--- config.mk ---
export PLATFORM = sky130hd
export DESIGN_NAME = load_store_unit
export DESIGN_NICKNAME = d
export VERILOG_FILES = /design/src/rtl/lsu_pkg.sv /design/src/rtl/lsu_lane_align.sv /design/src/rtl/load_store_unit.sv
export SDC_FILE = /design/constraint.sdc
export NUM_CORES = 1
export LEC_CHECK = 0
export CORE_UTILIZATION = 48
export DETAILED_ROUTE_END_ITERATION = 8
export PLACE_DENSITY_LB_ADDON = 0.05
export SYNTH_ARGS = -nofsm -noshare
export SYNTH_HDL_FRONTEND = slang
export SYNTH_SLANG_ARGS = --single-unit
--- constraint.sdc ---
create_clock -name clk -period 5.9 [get_ports clk]
set_input_delay 1.18 -clock clk [delete_from_list [all_inputs] [get_ports clk]]
set_output_delay 1.18 -clock clk [all_outputs]
set_load 0.01 [all_outputs]
--- src/rtl/lsu_pkg.sv ---
// Shared types for the load/store unit: access size codes, FSM states and
// small helpers for address-offset handling.
package lsu_pkg;

    typedef enum logic [1:0] {
        SZ_BYTE = 2'b00,
        SZ_HALF = 2'b01,
        SZ_WORD = 2'b10,
        SZ_RSVD = 2'b11
    } size_e;

    typedef enum logic [1:0] {
        IDLE = 2'b00,
        RD   = 2'b01,
        WR   = 2'b10,
        RESP = 2'b11
    } state_e;

    // True when the byte offset is not naturally aligned for the access size.
    function automatic logic misaligned(input size_e size, input logic [1:0] off);
        case (size)
            SZ_HALF: misaligned = off[0];
            SZ_WORD: misaligned = |off;
            default: misaligned = 1'b0;
        endcase
    endfunction

    // Lane offset actually used: halves use addr[1] only, words always lane 0.
    function automatic logic [1:0] eff_offset(input size_e size, input logic [1:0] off);
        case (size)
            SZ_HALF: eff_offset = {off[1], 1'b0};
            SZ_WORD: eff_offset = 2'b00;
            default: eff_offset = off;
        endcase
    endfunction

endpackage

--- src/rtl/lsu_lane_align.sv ---
// Combinational lane steering for the load/store unit: extracts and extends a
// sub-word load from a memory word, and merges sub-word store data into the
// word read back from memory (little-endian byte lanes).
module lsu_lane_align
    import lsu_pkg::*;
(
    input  size_e       size,
    input  logic [1:0]  offset,
    input  logic        sign_ext,
    input  logic [31:0] rdata,
    input  logic [31:0] wdata,
    output logic [31:0] load_data,
    output logic [31:0] merged
);

    logic [4:0]  shamt;
    logic [31:0] shifted;
    logic [31:0] lane_mask;

    assign shamt = {offset, 3'b000};

    // Load path: shift the addressed lane down to bit 0, then zero/sign extend.
    always_comb begin
        shifted   = rdata >> shamt;
        load_data = shifted;
        case (size)
            SZ_BYTE: load_data = {{24{sign_ext & shifted[7]}}, shifted[7:0]};
            SZ_HALF: load_data = {{16{sign_ext & shifted[15]}}, shifted[15:0]};
            default: load_data = shifted;
        endcase
    end

    // Store path: replace only the target lane(s), keep the other bytes.
    always_comb begin
        lane_mask = 32'hFFFF_FFFF;
        case (size)
            SZ_BYTE: lane_mask = 32'h0000_00FF << shamt;
            SZ_HALF: lane_mask = 32'h0000_FFFF << shamt;
            default: lane_mask = 32'hFFFF_FFFF;
        endcase
        merged = (rdata & ~lane_mask) | ((wdata << shamt) & lane_mask);
    end

endmodule

--- src/rtl/load_store_unit.sv ---
// Load/store unit: turns byte/half/word CPU requests into word-aligned memory
// accesses, doing read-modify-write for sub-word stores.
// Optional build macro LSU_ALIGN_CHECK_EN: when defined, misaligned half/word
// requests fail immediately without touching memory; otherwise the offending
// low address bits are ignored and the access proceeds.
module load_store_unit
    import lsu_pkg::*;
#(
    parameter int RD_LAT = 1
) (
    input  logic        clk,
    input  logic        rst,
    input  logic        req_valid,
    output logic        req_ready,
    input  logic        req_store,
    input  logic [1:0]  req_size,
    input  logic        req_signed,
    input  logic [31:0] req_addr,
    input  logic [31:0] req_wdata,
    output logic        resp_valid,
    output logic [31:0] resp_rdata,
    output logic        resp_error,
    output logic        mem_rd,
    output logic        mem_wr,
    output logic [31:0] mem_addr,
    output logic [31:0] mem_wdata,
    input  logic [31:0] mem_rdata,
    input  logic        mem_error
);

    localparam int CW = $clog2(RD_LAT + 1);
    localparam logic [CW-1:0] CNT_INIT = CW'(RD_LAT - 1);

    state_e      state;
    logic [CW-1:0] cnt;
    logic        st_store;
    size_e       st_size;
    logic        st_signed;
    logic [1:0]  st_off;
    logic [31:0] st_wdata;

    size_e       in_size;
    logic [1:0]  in_off;
    logic        acc_err;
    logic [31:0] load_data;
    logic [31:0] merged;

    assign in_size = size_e'(req_size);
    assign in_off  = eff_offset(in_size, req_addr[1:0]);

`ifdef LSU_ALIGN_CHECK_EN
    assign acc_err = (in_size == SZ_RSVD) || misaligned(in_size, req_addr[1:0]);
`else
    assign acc_err = (in_size == SZ_RSVD);
`endif

    lsu_lane_align u_lane_align (
        .size      (st_size),
        .offset    (st_off),
        .sign_ext  (st_signed),
        .rdata     (mem_rdata),
        .wdata     (st_wdata),
        .load_data (load_data),
        .merged    (merged)
    );

    // Request sequencing FSM with registered handshake, memory and response outputs.
    always_ff @(posedge clk or posedge rst) begin
        if (rst) begin
            state      <= IDLE;
            cnt        <= '0;
            st_store   <= 1'b0;
            st_size    <= SZ_BYTE;
            st_signed  <= 1'b0;
            st_off     <= 2'b00;
            st_wdata   <= 32'h0;
            req_ready  <= 1'b1;
            resp_valid <= 1'b0;
            resp_error <= 1'b0;
            resp_rdata <= 32'h0;
            mem_rd     <= 1'b0;
            mem_wr     <= 1'b0;
            mem_addr   <= 32'h0;
            mem_wdata  <= 32'h0;
        end else begin
            case (state)
                IDLE: begin
                    if (req_valid && req_ready) begin
                        st_store  <= req_store;
                        st_size   <= in_size;
                        st_signed <= req_signed;
                        st_off    <= in_off;
                        st_wdata  <= req_wdata;
                        req_ready <= 1'b0;
                        mem_addr  <= {req_addr[31:2], 2'b00};
                        if (acc_err) begin
                            state      <= RESP;
                            resp_valid <= 1'b1;
                            resp_error <= 1'b1;
                            resp_rdata <= 32'h0;
                        end else if (req_store && in_size == SZ_WORD) begin
                            state     <= WR;
                            mem_wr    <= 1'b1;
                            mem_wdata <= req_wdata;
                        end else begin
                            state  <= RD;
                            mem_rd <= 1'b1;
                            cnt    <= CNT_INIT;
                        end
                    end
                end
                RD: begin
                    if (cnt == '0) begin
                        mem_rd <= 1'b0;
                        if (!st_store) begin
                            state      <= RESP;
                            resp_valid <= 1'b1;
                            resp_error <= mem_error;
                            resp_rdata <= mem_error ? 32'h0 : load_data;
                        end else if (mem_error) begin
                            // Read half of a read-modify-write failed: never write.
                            state      <= RESP;
                            resp_valid <= 1'b1;
                            resp_error <= 1'b1;
                            resp_rdata <= 32'h0;
                        end else begin
                            state     <= WR;
                            mem_wr    <= 1'b1;
                            mem_wdata <= merged;
                        end
                    end else begin
                        cnt <= cnt - CW'(1);
                    end
                end
                WR: begin
                    mem_wr     <= 1'b0;
                    state      <= RESP;
                    resp_valid <= 1'b1;
                    resp_error <= mem_error;
                    resp_rdata <= 32'h0;
                end
                RESP: begin
                    resp_valid <= 1'b0;
                    resp_error <= 1'b0;
                    resp_rdata <= 32'h0;
                    req_ready  <= 1'b1;
                    state      <= IDLE;
                end
                default: begin
                    state     <= IDLE;
                    req_ready <= 1'b1;
                    mem_rd    <= 1'b0;
                    mem_wr    <= 1'b0;
                end
            endcase
        end
    end

endmodule
## After elaboration in Yosys (flattened, before gate mapping)

Cells that the tools add are included.

- Bits in registers: 140
- Input port bits: 104
- Output and inout port bits: 101
- Logic and storage cells: 110

- $add $sub $neg: 1
- Equal/unequal tests: 16
- Shift-type cells: 4
- Mux-type cells: 52
- Bitwise logic cells: 6
- Reduce and logical (&&, ||, !) cells: 16

Operators with widths:

| operator | number |
|---|---|
| 32-bit 2-to-1 mux | 12 |
| 32-bit case mux with 2 select lines | 3 |
| 32-bit case mux with 3 select lines | 1 |
| 32-bit AND | 2 |
| 32-bit inverter | 1 |
| 32-bit bitwise OR | 1 |
| 16-bit by 5-bit left shift with 32-bit output (first input constant) | 1 |
| 32-bit by 5-bit left shift with 32-bit output | 1 |
| 8-bit by 5-bit left shift with 32-bit output (first input constant) | 1 |
| 32-bit by 5-bit >> shifter with 32-bit output | 1 |
| 1-bit 2-to-1 mux | 24 |
| 2-bit inequality test (second input constant) | 8 |
| 7-bit AND reduction | 2 |
| 2-bit == test (second input constant) | 4 |
| 2-bit 2-to-1 mux | 4 |
| 1-bit case mux with 4 select lines | 2 |
| 2-bit case mux with 4 select lines | 1 |
| 4-bit AND reduction | 2 |
| 2-bit by 1-bit == test with 1-bit output (second input constant) | 3 |
| 1-bit case mux with 2 select lines | 3 |
| 2-bit AND reduction | 3 |
| 5-bit AND reduction | 1 |
| 2-bit zero test | 2 |
| 2-bit case mux with 2 select lines | 1 |
| 8 further kinds | 11 |

## Logic depth before layout (Yosys ltp)

Gate-level depths: netlist (run 1).

- Depth after elaboration: 9
- Mapped depth: 10
- Depth with buffers taken out: 6

## By module

A second synthesis (run 1) with hierarchy kept.

- Cells, all modules: 840
- Area, all modules: 7626.1 µm²

Modules (own cells, without submodules):

| module | instances | cells an instance | area each (µm²) | sequential area each (µm²) |
|---|---|---|---|---|
| load_store_unit | 1 | 631 | 5870.6 | 3479.6 |
| lsu_lane_align | 1 | 209 | 1755.4 | 0.0 |

## Least setup slack after synthesis (run 1)

Ideal clock, no wire load.

- Kind: input port to flip-flop
- Start point: input req_size[0]
- End point: register mem_wdata[0]
- Library setup time: 125 ps
- Data arrival time: 2539 ps
- Data required time: 5775 ps
- Path slack: 3237 ps
- Cell stages on the path: 6
- Buffers on the path: 1
- Cell sequence: ha_1 > nand3b_1 > a2bb2oi_2 > nor2_2 > buf_4 > mux2_2

- Cells in the longest elaborated chain, start to end: 4
- Elaborated cells between the ends (all ways): 6
- Those cells by class: 4 x eq/ne; 2 x reduce/logical

Ends and longest elaborated chain:

| element | line | source |
|---|---|---|
| start, declared | load_store_unit.sv:16 | `input logic [1:0] req_size,` |
| 2-bit == test | load_store_unit.sv:101 | `end else if (req_store && in_size == SZ_WORD) begin` |
| 1-bit logical AND | load_store_unit.sv:101 |  |
| 2-bit inequality test (no source line) | n/a |  |
| 7-bit AND reduction (no source line) (*) | n/a |  |
| end signal, assigned | load_store_unit.sv:104 | `mem_wdata <= req_wdata;` |
| end signal, assigned | load_store_unit.sv:129 | `mem_wdata <= merged;` |
| end, declared | load_store_unit.sv:26 | `output logic [31:0] mem_wdata,` |

Every way passes the cells marked *; elsewhere a longest branch is shown, timed or not.
A chain may end at the register's enable or synchronous reset.

## Worst setup path in the final report (run 1)

- Start point: input req_size[0]
- End point: register mem_wdata[1]

The elaborated chain is that of the path after synthesis.

==> out/metrics.yaml, run 1 <==
outcome: "complete, no violations"
htree_num_levels: 4
setup_slack_ps: 2640
antenna_left: 0
nNetsFinal: 932
antenna_found_initial: 0
min_from: "resp_valid"
die_w_um: 124
hp-class: "reg -> reg"
io_buffers: 202
yosys-top-cells-area: "dfrtp_1 (48%), mux2_2 (11%), mux2i_1 (4.9%), nand2_1 (2.6%), o21ai_0 (2.3%)"
synth_cells: 646
internal_power_mw: 3.26
clock_latency_ps: 420
clockRootBuffer: "clkbuf_16"
grt_pass1_vias: 6154
rr_startpoint: "state[1]"
ctsHoldBuffers: 0
period_share: 0.553
clk_pin_slew_worst_paths_ps: 60
slew_viol_final: 0
finalHoldViolCount: 0
drt-total-wl_um: 21100
vias_per_cell: 5.98
start_util: 0.493
cp-startpoint: "req_size[0]"
syn_area_sq_um: 7190
fin_cells: 1017
finalCoreUtilization: 0.672
core_area_sq_um: 14600
power_density_nw_per_um2: 543
p_comb_frac: 0.484
finalWorstPathRequiredPeriod_ps: 3260
cts_inserted_buffers: 17
grt_first_pass_wirelength_um: 33700
grtUsageTotal: 0.283
finalSetupTns_ps: 0
place.gp.congestion: 0.932
overflow: 0
hpwlAfterDp_um: 15100
async_flop_share: 1.00
max_freq_mhz: 307
syn_avg_cell_area_sq_um: 11.1
cts_buffer_depth: 2
synth-main-ff-cell: "dfrtp_1"
ys_seq_elements: 139
synth_cell_types: 54
pin_count: 205
rows: 44
cellLeakagePower_nw: 4.11
p_seq_frac: 0.325
post_cts_buffers: 0
ir_drop_mv: 0.278
required_ps: 6200
num_antenna_cells: 0
ys_warn_count: 0
die_y_um: 124
cp_max_fo: 17
crit_end: "mem_wdata[1]"
p_sw_mw: 2.07
ctsResizeCount: 0
crit_path_end_kind: "register"
clkPwrFrac: 0.190
yosysTopAreaCell: "dfrtp_1"
totalPowerFinal_mw: 5.33
synth_edf_count: 0
power_switching_share: 0.389
drc_errors: 0
placed_cells: 985
detail_route.wl_per_cell_um: 20.7
grt_max_degree: 96
maxCapViolCount: 0
dieArea_sq_um: 15500
drt_iter0_markers: 562
tightest_slew_ps: 1130
reg2reg_slack_ps: 2820
start_kind: "input port"
rsz0062_at_grt: "no"
clock_skew_ps: 6.49
setup_viol: 0
vias: 6080
rr_worst_depth: 8
area_growth_pct: 36.5
drive_gt1_frac: 0.156
relSlewSlack: 0.248
drt_first_pass_iters: 7
cts.sinks: 139
yosysTopAreaCellShare: 0.481
dpl_worst_slack_ps: 2230
timing.rr.end: "mem_wdata[1]"
path_class: "in -> reg"
cts_tree: "done"
cp.arrival_ps: 3570
synth-seq-area-share: 0.484
[layout make-up]
cell class,instances,area (sq um)
timing repair buffer,209,2070
clock buffer,19,443
fill,1126,4780
tap,184,230
sequential,139,3480
clock inverter,13,118
multi-input combinational,442,3420
inverter,11,46.3
[power by group through the flow]
stage / registers [mW] / logic [mW] / clock network, mW
2_1_floorplan: 1.72 / 1.55 / 0
3_3_place_gp: 1.73 / 2.51 / 0
3_5_place_dp: 1.74 / 2.57 / 0
4_1_cts: 1.73 / 2.58 / 1.03
5_1_grt: 1.78 / 2.81 / 1.08
6_report: 1.73 / 2.58 / 1.01
[how the worst min path moves through the flow]
stage	end	cells past startpoint
6_report	resp_valid	2
5_1_grt	resp_rdata[11]	1
4_1_cts	resp_valid	2
3_5_place_dp	resp_valid	2
3_3_place_gp	resp_valid	2
2_1_floorplan	st_wdata[24]	1
[placed cells by master, fill, tap and decap left out, drive strengths merged, types with 18 or more instances in the layout]
master,Yosys,routed
mux2i,35,35
o21ai,34,34
nand3,19,19
nor2,31,31
nor2b,18,18
nand2,50,50
mux2,72,72
dfrtp,138,138
clkdlybuf4s50,0,202
clkbuf,21,19
[cell families after synthesis]
kind of cell               after synthesis  synth area share
muxes                                  108             0.165
buffers and inverters                   66            0.0427
adders and majority gates                8            0.0139
and+or+nand+nor                        130            0.0851
other                                    1          0.000522
AOI/OAI and AO/OA                      194             0.209
DFF                                    139             0.484
[registers in the layout (all words and copies together) (netlist names), 2 cells and up]
register,flops
resp_rdata,32
st_size,2
st_off,2
mem_addr,30
state,2
st_wdata,32
mem_wdata,32
[metrics by stage]
step	instance area, sq um	hold slack (ps)
after global routing	9810	524
after floorplan	7190	471
after global placement	9250	473
after CTS	9810	498
final	9810	484
after detailed placement	9250	485
[critical path, cell delays in order]
cell	delay, ps
clkdlybuf4s50_1	470
ha_1	260
nand3b_1	260
a2bb2oi_2	290
nor2_2	690
mux2_2	410
[routing by layer]
layer	routed length, um	vias up	GRT usage
li1	-	2757	-
met5	0	-	0
met1	9120	2982	0.380
met2	9730	299	0.429
met4	598	0	0.120
met3	1630	42	0.0799
[synth_stat cells (2+ instances only)]
library cell and instances:
a22oi_1 15, ha_1 8, nand3_1 19, clkbuf_1 21, and2_1 3, a31oi_1 17
nand2_1 49, nand3b_1 2, o211ai_1 9, nor2_1 30, o21bai_1 8, o41ai_1 8
buf_1 3, o21ai_0 33, a221oi_1 7, a21o_1 2, buf_2 23, a2bb2oi_1 7
a21oi_1 11, buf_4 8, mux2i_1 35, o31ai_1 17, dfrtp_1 138, o311a_1 8
a22o_1 11, a32o_1 8, o2bb2ai_1 9, nor2b_1 18, a211o_1 14, mux2_2 72
inv_1 10
(Power assumes the default switching activity.)
==> inputs of run 2 (changes only) <==
--- a/config.mk
+++ b/config.mk
@@ -5,7 +5,7 @@
 export SDC_FILE = /design/constraint.sdc
 export NUM_CORES = 1
 export LEC_CHECK = 0
-export CORE_UTILIZATION = 48
+export CORE_UTILIZATION = 44
 export DETAILED_ROUTE_END_ITERATION = 8
 export PLACE_DENSITY_LB_ADDON = 0.05
 export SYNTH_ARGS = -nofsm -noshare
==> constraint.sdc (replaced) <==
create_clock -name clk -period 2.85 [get_ports clk]
set_input_delay 0.57 -clock clk [delete_from_list [all_inputs] [get_ports clk]]
set_output_delay 0.57 -clock clk [all_outputs]
set_load 0.01 [all_outputs]
==> run 2 against run 1 <==
  * Via count grew 2.1%
  * Clock skew shrank 3.1 ps
  * Design area grew 2.5%
==> out/metrics.yaml, run 2 (same netlist as run 1, synthesis figures left out) <==
min_from: "resp_error"
power_density_nw_per_um2: 1140
start_kind: "register"
hp-class: "reg -> reg"
cts_buffer_depth: 2
finalSetupTns_ps: 0
path_class: "reg -> reg"
cts_inserted_buffers: 17
cp.arrival_ps: 2590
grtUsageTotal: 0.272
setup_viol: 0
multi_input_comb_area_sq_um: 3420
io_buffers: 202
reg_top3: "mem_wdata x32, resp_rdata x32, st_wdata x32"
timing.rr.end: "mem_wdata[10]"
rows: 46
place.gp.congestion: 0.868
drive_gt1_frac: 0.169
detail_route.wl_per_cell_um: 20.6
placed_cells: 1030
layout_commonest_cell: "clkdlybuf4s50_1"
clockRootBuffer: "clkbuf_16"
top_layer_used: "met4"
wl_met2_um: 10100
post_cts_buffers: 0
slew_viol_final: 0
die_y_um: 130
drt_iter0_markers: 565
drc_errors: 0
totalPowerFinal_mw: 11.5
wl_met3_um: 1600
fillers: 1273
drt-met1-wl_um: 9630
final_cell_mix: "clkdlybuf4s50_1 (202), dfrtp_1 (136), mux2_2 (72)"
period_share: 0.794
vias_per_cell: 5.84
ctsHoldBuffers: 0
fin_cells: 1062
area_growth_pct: 39.9
drt-total-wl_um: 21900
grt_first_pass_wirelength_um: 34000
maxCapViolCount: 0
crit_path_end_kind: "register"
cts.sinks: 139
pin_count: 205
rr_worst_depth: 7
clock_skew_ps: 3.41
relSlewSlack: 0.505
cellLeakagePower_nw: 4.23
outcome: "complete, no violations"
overflow: 0
tightest_slew_ps: 742
rsz0062_at_grt: "no"
ir_drop_mv: 0.528
die_w_um: 130
reg2reg_slack_ps: 590
final_cell_area_sq_um: 10100
rr_startpoint: "state[1]"
hold_end: "resp_error"
core_area_sq_um: 15900
hpwlAfterDp_um: 15700
drt_first_pass_iters: 5
required_ps: 3170
finalHoldViolCount: 0
nNetsFinal: 945
grt_max_degree: 140
cts_tree: "done"
dieArea_sq_um: 16800
seq_area_sq_um: 3480
vias: 6205
clock_latency_ps: 430
finalWorstPathRequiredPeriod_ps: 2260
htree_num_levels: 4
hold_depth: 2
dpl_worst_slack_ps: 314
cp_max_fo: 20
grt_pass1_vias: 6087
start_util: 0.451
num_antenna_cells: 0
max_freq_mhz: 442
placed_cell_area_sq_um: 9410
antenna_found_initial: 0
clk_pin_slew_worst_paths_ps: 60
ctsResizeCount: 0
setup_slack_ps: 588
antenna_left: 0
[run 2: cell count changes in the layout (fill, tap and decap cells not counted)]
cell and change:
clkbuf_8 +3, clkinvlp_4 -1, inv_6 -4, buf_12 +2
bufinv_16 +3, buf_4 +11, clkinv_2 -1
[run 2: power breakdown]
group | internal, mW | switching [mW] | total [mW] | leakage, nW
logic | 2.77 | 2.69 | 5.46 | 2.20
registers | 2.85 | 0.768 | 3.61 | 1.72
clock network | 1.56 | 0.857 | 2.41 | 0.309
total | 7.18 | 4.31 | 11.5 | 4.23
[run 2: worst max-delay path by stage]
stage / from / to / slack (ps) / cells after the start
2_1_floorplan: rst / mem_addr[10] / 550 / 1
3_3_place_gp: req_size[1] / mem_wdata[4] / 390 / 7
3_5_place_dp: req_size[1] / resp_rdata[28] / 310 / 7
4_1_cts: state[1] / mem_wdata[10] / 570 / 7
5_1_grt: state[1] / mem_wdata[28] / 430 / 7
6_report: state[1] / mem_wdata[10] / 590 / 7
[run 2: metal layers]
metal | track usage | vias to the layer above
met1 | 0.377 | 3079
met2 | 0.417 | 302
met5 | 0 | -
met4 | 0.104 | 0
li1 | - | 2780
met3 | 0.0595 | 44
[run 2: layout make-up]
class	instances	share of cell area
clock inverter	10	0.0160
timing repair buffer	222	0.218
tap	216	0.0269
inverter	11	0.00448
clock buffer	22	0.0481
sequential	139	0.346
multi-input combinational	442	0.340
[run 2: through the flow]
| step | hold slack [ps] | util |
|---|---|---|
| finish | 476 | 0.631 |
| detailed placement | 474 | 0.590 |
| global route | 514 | 0.631 |
| floorplan | 471 | - |
| global placement | 469 | 0.590 |
| CTS | 487 | 0.631 |
[run 2: worst max-delay path: stages (launching register included)]
cell and delay (ps):
dfrtp_1 380, inv_1 110, ha_1 280, inv_1 80, buf_4 250, a21o_1 380, nand2_2 330, o31ai_1 350
==> inputs of run 3 (changes only) <==
==> constraint.sdc (replaced) <==
create_clock -name clk -period 2 [get_ports clk]
set_input_delay 0.4 -clock clk [delete_from_list [all_inputs] [get_ports clk]]
set_output_delay 0.4 -clock clk [all_outputs]
set_load 0.01 [all_outputs]
==> run 3 against run 2 <==
  * Non-clock buffer count grew 47
  * Combinational power grew 58%
  * Fmax grew 18%
  * Via count grew 2.6%
  * Sequential share of layout area shrank 1.8 points
  * Design area grew 5.5%
  * First-iteration DRC count shrank 1.4%
  * Die area is the same
  * Critical path type unchanged
  * Critical endpoint is now resp_rdata[30]
==> out/metrics.yaml, run 3 (same netlist as run 1, synthesis figures left out) <==
crit_slowest_cell: "dfrtp_4"
cp.arrival_ps: 2270
clockRootBuffer: "clkbuf_16"
start_kind: "register"
start_util: 0.451
rsz0062_at_grt: "no"
antenna_left: 0
die_y_um: 130
grt_pass1_vias: 6228
grtUsageTotal: 0.278
cp_top_family: "flip-flops"
dieArea_sq_um: 16800
drc_errors: 0
core_area_sq_um: 15900
cts_tree: "done"
timing.rr.end: "resp_rdata[30]"
pin_count: 205
layout_commonest_cell: "clkdlybuf4s50_1"
rr_worst_depth: 6
clock_skew_ps: 7.12
area_growth_pct: 47.6
num_antenna_cells: 0
cp_slowest_stage_delay_ps: 580
reg2reg_slack_ps: 80
grt_max_degree: 41
finalHoldViolCount: 0
required_ps: 2350
ir_drop_mv: 0.763
clk_pin_slew_worst_paths_ps: 60
nNetsFinal: 993
outcome: "complete, no violations"
hp-class: "in -> async"
drive_gt1_frac: 0.218
reg_top3: "mem_wdata x32, resp_rdata x32, st_wdata x32"
cts_inserted_buffers: 17
critPathMostFrequentCell: "buf_4"
hpwlAfterDp_um: 17200
cts.sinks: 139
max_freq_mhz: 521
power_density_nw_per_um2: 1610
vias: 6366
period_share: 0.960
fillers: 1285
clock_latency_ps: 420
finalCoreUtilization: 0.665
finalSetupTns_ps: 0
drt_iter0_markers: 557
place.gp.congestion: 0.969
crit_path_end_kind: "register"
slew_viol_final: 0
maxCapViolCount: 0
vias_per_cell: 5.74
cellLeakagePower_nw: 4.53
final_cell_mix: "clkdlybuf4s50_1 (202), dfrtp_1 (136), mux2_2 (72)"
cp_max_fo: 15
crit_chain: "buf_4 > mux2i_1 > o211ai_1 > buf_4 > o2111ai_4 > nand2_1"
critPathBufInv: 2
cp-startpoint: "st_off[1]"
overflow: 0
grt_first_pass_wirelength_um: 34700
rows: 46
finalWorstPathRequiredPeriod_ps: 1920
antenna_found_initial: 0
die_w_um: 130
setup_viol: 0
path_class: "reg -> reg"
io_buffers: 202
drt-total-wl_um: 23000
drt_first_pass_iters: 5
crit_end: "resp_rdata[30]"
rr_startpoint: "st_off[1]"
htree_num_levels: 4
worstSetupPathDepth: 6
cts_buffer_depth: 2
detail_route.wl_per_cell_um: 20.7
run 3: cell types whose count changed in the layout (fill, tap and decap cells not counted), moves of 2 or more:
cell        change
clkbuf_8        -3
clkinvlp_4      -2
clkinv_4        +4
buf_6           +2
o31ai_1         -3
buf_12         +10
buf_4          +35
o31ai_2         +3
run 3: worst min-delay path by stage:
stage / from / endpoint / depth (start not counted)
after global placement: resp_error / resp_error / 2
after detailed placement: resp_valid / resp_valid / 2
after global routing: rst / st_store / 2
after floorplan: st_wdata[24] / st_wdata[24] / 1
after CTS: rst / st_store / 2
final: rst / st_store / 2
run 3: worst reg2reg max path, delay by kind of cell (launching register included):
kind                   cells  cell delay, ps
AND/OR/NAND/NOR            1             130
buffers and inverters      2             440
flip-flops                 1             580
multiplexers               1             160
AO/OA/AOI/OAI              2             540
run 3: what timing repair did:
action,CTS,global route
setup endpoints to repair,1,40
pin swaps,0,1
gates resized for setup,0,11
hold buffers,0,0
cloned,0,1
setup buffers,1,3
run 3: cell type report:
type / count / area [sq um] / share of cell area
clock buffer: 19 / 443 / 0.0418
inverter: 11 / 45.0 / 0.00425
multi-input combinational: 443 / 3490 / 0.329
tap: 216 / 270 / 0.0255
timing repair buffer: 269 / 2680 / 0.253
sequential: 139 / 3480 / 0.329
clock inverter: 13 / 190 / 0.0179
run 3: per-layer routing:
layer / global-route usage / vias up / share of wire
met5: 0 / - / 0
li1: - / 2898 / -
met2: 0.445 / 289 / 0.46
met3: 0.0570 / 37 / 0.069
met4: 0.101 / 0 / 0.024
met1: 0.374 / 3142 / 0.44
run 3: stage by stage:
stage	hold slack (ps)	instance area (sq um)	setup slack (ps)	std cells	power (mW)
2_1_floorplan	471	7200	-134	647	9.66
6_report	335	10600	79.2	1110	17.1
3_3_place_gp	472	9850	-244	1073	13.3
5_1_grt	350	10600	28.1	1110	18.1
4_1_cts	328	10500	1.79	1106	17.0
3_5_place_dp	470	9850	-316	1073	13.5
run 3: report_power, final:
group / switching [mW] / total [mW] / internal, mW
combinational: 4.18 / 8.65 / 4.48
sequential: 0.997 / 5.06 / 4.06
clock: 1.27 / 3.40 / 2.13
